**src/rtl/shift_mix_stage.sv**
```systemverilog
// rtl/shift_mix_stage.sv - AES ShiftRows + MixColumns stage with registered valid/ready output
// Optional 1-entry skid buffer enabled by defining SHIFT_MIX_SKID_EN.
module shift_mix_stage #(
  parameter int BUS_WIDTH = 128,
  parameter int TAG_WIDTH = 4
) (
  input  logic                 Clk,
  input  logic                 Rst,
  input  logic                 In_Valid,
  output logic                 In_Ready,
  input  logic [BUS_WIDTH-1:0] Data_Sub,
  input  logic                 In_Last,
  input  logic [TAG_WIDTH-1:0] In_Tag,
  output logic                 Out_Valid,
  input  logic                 Out_Ready,
  output logic [BUS_WIDTH-1:0] Data_Mix,
  output logic                 Out_Last,
  output logic [TAG_WIDTH-1:0] Out_Tag
);

  if (BUS_WIDTH != 128) begin : g_bad_width
    $error("shift_mix_stage: BUS_WIDTH must be 128");
  end

  function automatic logic [7:0] xtime(input logic [7:0] b);
    return {b[6:0], 1'b0} ^ (b[7] ? 8'h1b : 8'h00);
  endfunction

  // a[k] is row k of the column after ShiftRows, picked straight from the input state.
  function automatic logic [BUS_WIDTH-1:0] shift_mix(input logic [BUS_WIDTH-1:0] s,
                                                     input logic last);
    logic [7:0] a [4];
    logic [BUS_WIDTH-1:0] r;
    r = '0;
    for (int c = 0; c < 4; c++) begin
      for (int k = 0; k < 4; k++) a[k] = s[127 - 8*(k + 4*((c + k) % 4)) -: 8];
      if (last) begin
        for (int k = 0; k < 4; k++) r[127 - 8*(k + 4*c) -: 8] = a[k];
      end else begin
        r[127 - 32*c -: 8] = xtime(a[0]) ^ xtime(a[1]) ^ a[1] ^ a[2] ^ a[3];
        r[119 - 32*c -: 8] = a[0] ^ xtime(a[1]) ^ xtime(a[2]) ^ a[2] ^ a[3];
        r[111 - 32*c -: 8] = a[0] ^ a[1] ^ xtime(a[2]) ^ xtime(a[3]) ^ a[3];
        r[103 - 32*c -: 8] = xtime(a[0]) ^ a[0] ^ a[1] ^ a[2] ^ xtime(a[3]);
      end
    end
    return r;
  endfunction

  logic [BUS_WIDTH-1:0] mixed;
  logic                 accept;

  assign mixed  = shift_mix(Data_Sub, In_Last);
  assign accept = In_Valid && In_Ready;

`ifdef SHIFT_MIX_SKID_EN
  logic                 skid_valid;
  logic [BUS_WIDTH-1:0] skid_data;
  logic                 skid_last;
  logic [TAG_WIDTH-1:0] skid_tag;

  assign In_Ready = !skid_valid;

  // Skid only fills while the output is stalled, so it never holds a word with Out_Valid low.
  always_ff @(posedge Clk or negedge Rst) begin
    if (!Rst) begin
      Out_Valid  <= 1'b0;
      Data_Mix   <= '0;
      Out_Last   <= 1'b0;
      Out_Tag    <= '0;
      skid_valid <= 1'b0;
      skid_data  <= '0;
      skid_last  <= 1'b0;
      skid_tag   <= '0;
    end else if (!Out_Valid || Out_Ready) begin
      if (skid_valid) begin
        Out_Valid  <= 1'b1;
        Data_Mix   <= skid_data;
        Out_Last   <= skid_last;
        Out_Tag    <= skid_tag;
        skid_valid <= 1'b0;
      end else if (accept) begin
        Out_Valid <= 1'b1;
        Data_Mix  <= mixed;
        Out_Last  <= In_Last;
        Out_Tag   <= In_Tag;
      end else begin
        Out_Valid <= 1'b0;
      end
    end else if (accept) begin
      skid_valid <= 1'b1;
      skid_data  <= mixed;
      skid_last  <= In_Last;
      skid_tag   <= In_Tag;
    end
  end
`else
  assign In_Ready = !Out_Valid || Out_Ready;

  always_ff @(posedge Clk or negedge Rst) begin
    if (!Rst) begin
      Out_Valid <= 1'b0;
      Data_Mix  <= '0;
      Out_Last  <= 1'b0;
      Out_Tag   <= '0;
    end else if (accept) begin
      Out_Valid <= 1'b1;
      Data_Mix  <= mixed;
      Out_Last  <= In_Last;
      Out_Tag   <= In_Tag;
    end else if (Out_Ready) begin
      Out_Valid <= 1'b0;
    end
  end
`endif

endmodule

```
**config.mk**
```make
export PLATFORM = sky130hd
export DESIGN_NAME = shift_mix_stage
export DESIGN_NICKNAME = d
export VERILOG_FILES = /design/src/rtl/shift_mix_stage.sv
export SDC_FILE = /design/constraint.sdc
export NUM_CORES = 1
export LEC_CHECK = 0
export CAP_MARGIN = 15
export CORE_UTILIZATION = 56
export CTS_BUF_LIST = sky130_fd_sc_hd__clkbuf_4
export DETAILED_ROUTE_END_ITERATION = 10
export PLACE_DENSITY = 0.95
export SLEW_MARGIN = 10
export SYNTH_ARGS = -nofsm -noshare
export SYNTH_HDL_FRONTEND = slang
export SYNTH_SLANG_ARGS = --single-unit
```
**constraint.sdc**
```tcl
create_clock -name Clk -period 4.11 [get_ports Clk]
set_input_delay 0.822 -clock Clk [delete_from_list [all_inputs] [get_ports Clk]]
set_output_delay 0.822 -clock Clk [all_outputs]
set_load 0.005 [all_outputs]
```
==> impl_results.md <==
- Worst Path Max Fanout: 4
- Design Power: 5.21 mW
- Num rows: 51
- Final Max Slew Viols: 0
- Synth unique cells: 26
- Placed inst area: 0.0140 mm²
- Core Box Area: 0.0197 mm²
- Combinational power share: 44.9%
- Synth area leader: dfrtp_1
- Sw Share: 31.5%
- Number of H-tree levels: 4
- Final ANT Viol Nets: 0
- Outcome: finished, final reports clean
- Setup tns final: 0 ns
- Max Fclk: 353 MHz
- Worst-Margin Slew: 0.998 ns
- GRT Util Overall: 32.6%
- Detail Placement HPWL: 22.7 mm
- NetSw: 1.64 mW
- Reg2reg end: Data_Mix[91]$_DFFE_PN0P_
- Gate Count Post-Synth: 954
- Vias in the first global route: 9207
- Vias/cell: 6.57
- Fillcell total: 1277
- Area delta synth->final: 26.2%
- Tmin final: 2.84 ns
- Most frequent cells in the layout: clkdlybuf4s50_1, xnor3_1, dfrtp_1
- Clk pwr share: 20.9%
- CTS resizes: 0
- First-pass GRT wire length: 51.3 mm
- TritonRoute pass-1 iters: 7
- Final period util: 69.0%
- Cts-stage hold buffer count: 0
- CTS max path bufs: 2
- WL per Instance: 23.7 µm
- Top-area cell type share of the netlist area: 29.5%
- Final nets: 1272
- Worst EP required: 3.29 ns
- Starting density of the core: 57.7%
- Leak: 6.52 nW
- FF+latch count, synth: 134
- RSZ-0062 raised after global routing: false
- Layout cell share with drive strength beyond 1: 5.40%
- Finish-stage setup viols: 0
- Mapped cell area: 0.0114 mm²
- Die X: 145 µm
- Largest net degree at the start of global routing: 131
- TritonCTS clock tree: yes
- Clock Pin Slew Worst Setup and Hold Paths: 0.13 ns
- R2R Setup Slk: 2.12 ns
- DRT iter0 DRCs: 1000
- Leading cell type in the layout, fill and taps excluded: clkdlybuf4s50_1
- Grt ovf: 0
- Drt total wl: 33.5 mm
- Final instance area: 0.0144 mm²
- Final hold violation count: 0
- CTS Buf Count: 17
- Sequential power share: 34.2%
- Antenna Diode Count: 0
- # port buffers: 271
- Maximum VDD drop: 201 µV
- Ports: 272
- Worst Hold Class: input port to asynchronous set/reset pin
- Max cap viols: 0
- Initial antenna violation count: 0
- WP data arrival: 2.01 ns
- Routability Congestion: 0.894
- CP Capture Type: output pin
- Setup Skew: 0.0227 ns
- Worst-skew pair later-pin latency: 0.55 ns
- Synthesized net count: 1091
- CP startpoint kind: input port
- Register area share after synthesis: 29.5%
- Vias after detailed routing: 9283
- RR Startpoint: Out_Valid$_DFFE_PN0P_
- Postcts setup bufs: 0
- Die Y-Extent: 145 µm
- Critical path class: input port to output pin
- # clock sinks: 134
- P_int: 3.57 mW
- Slew margin rel.: 33.5%
- Top post-synthesis cells by area: dfrtp_1, xnor3_1, o211ai_1, nand4_1, xor2_1
- R2R depth: 4
- Pwr/cell area: 363 mW/mm²
- Yosys Warn Count: 0
- Root Buffer Master: clkbuf_4
- DIE AREA: 0.0209 mm²
- Syn Area/Cell: 11.9 µm²
- DRC viols: 0
- CP startpoint: Out_Ready
-- critical path: stages --
cell             delay [ns]
clkdlybuf4s50_1        0.44
nor2b_4                0.23
inv_4                  0.07
clkdlybuf4s50_1        0.44
-- cells in the mapped netlist --
cell type  number
xor2_1         72
o21ai_0       119
a21boi_0        9
inv_2           1
xnor3_1       144
xor3_1         20
o211ai_2        3
nor3_2          1
mux2_2          5
nor2b_1         1
a211o_1         9
or3_1           1
nor3_1          9
dfrtp_1       134
nand4_1       119
buf_1           8
xor2_2          5
o211ai_1      116
xnor2_1        52
xor3_2          2
buf_4           4
nand2_1        11
buf_2          24
clkbuf_1       80
buf_6           4
inv_1           1
-- layout make-up --
| class | count | area (µm²) | share of cell area, % |
|---|---|---|---|
| tap | 265 | 332 | 2.31 |
| clock inverter | 14 | 205 | 1.43 |
| timing repair buffer | 282 | 2820 | 19.6 |
| inverter | 2 | 11.3 | 0.0784 |
| multi-input combinational | 698 | 7510 | 52.3 |
| sequential | 134 | 3350 | 23.3 |
| clock buffer | 18 | 135 | 0.941 |
-- metal layers --
metal  vias to the layer above  global-route usage, %  part of all wire, %
met3                        93                   8.91                   11
met1                      4616                   42.5                   38
met2                       634                   51.9                   48
met5                         -                      0                    0
met4                         0                   12.2                  3.1
li1                       3940                      -                    -
-- kinds of logic (layout without fill, tap and decap cells) --
logic type      count (synthesis)  after routing  synth area share (%)
xor+xnor                      295            295                  43.4
compound gates                256            256                  14.5
simple gates                  142            142                  7.50
flops                         134            134                  29.5
buf+inv                       122            316                  4.68
mux                             5              5                 0.495
-- how the worst max path moves through the flow --
stage / end / cells after the start
2_1_floorplan: In_Ready / 3
3_3_place_gp: Data_Mix[76]$_DFFE_PN0P_ / 5
3_5_place_dp: Data_Mix[116]$_DFFE_PN0P_ / 5
4_1_cts: In_Ready / 4
5_1_grt: In_Ready / 4
6_report: In_Ready / 4
-- per-stage QoR --
stage,instances,hold slack (ns),util [%],worst slack (ns)
2_1_floorplan,954,0.504,-,1.97
3_3_place_gp,1381,0.490,71.1,1.27
3_5_place_dp,1381,0.503,71.1,1.24
4_1_cts,1413,0.404,72.8,1.26
5_1_grt,1413,0.432,72.8,1.24
6_report,1413,0.385,72.8,1.27
-- flip-flops by register name, indices dropped and copies added, names as in the netlist --
name,cells
Data_Mix,128
Out_Tag,4
Out_Last,1
Out_Valid,1
-- power by group through the flow --
stage	Clock, mW	Combinational (mW)	Sequential (mW)
6_report	1.09	2.34	1.78
5_1_grt	1.16	2.50	1.81
4_1_cts	1.11	2.34	1.78
3_5_place_dp	0	2.32	1.80
3_3_place_gp	0	2.26	1.79
2_1_floorplan	0	1.28	1.77
(Power assumes the default switching activity.)
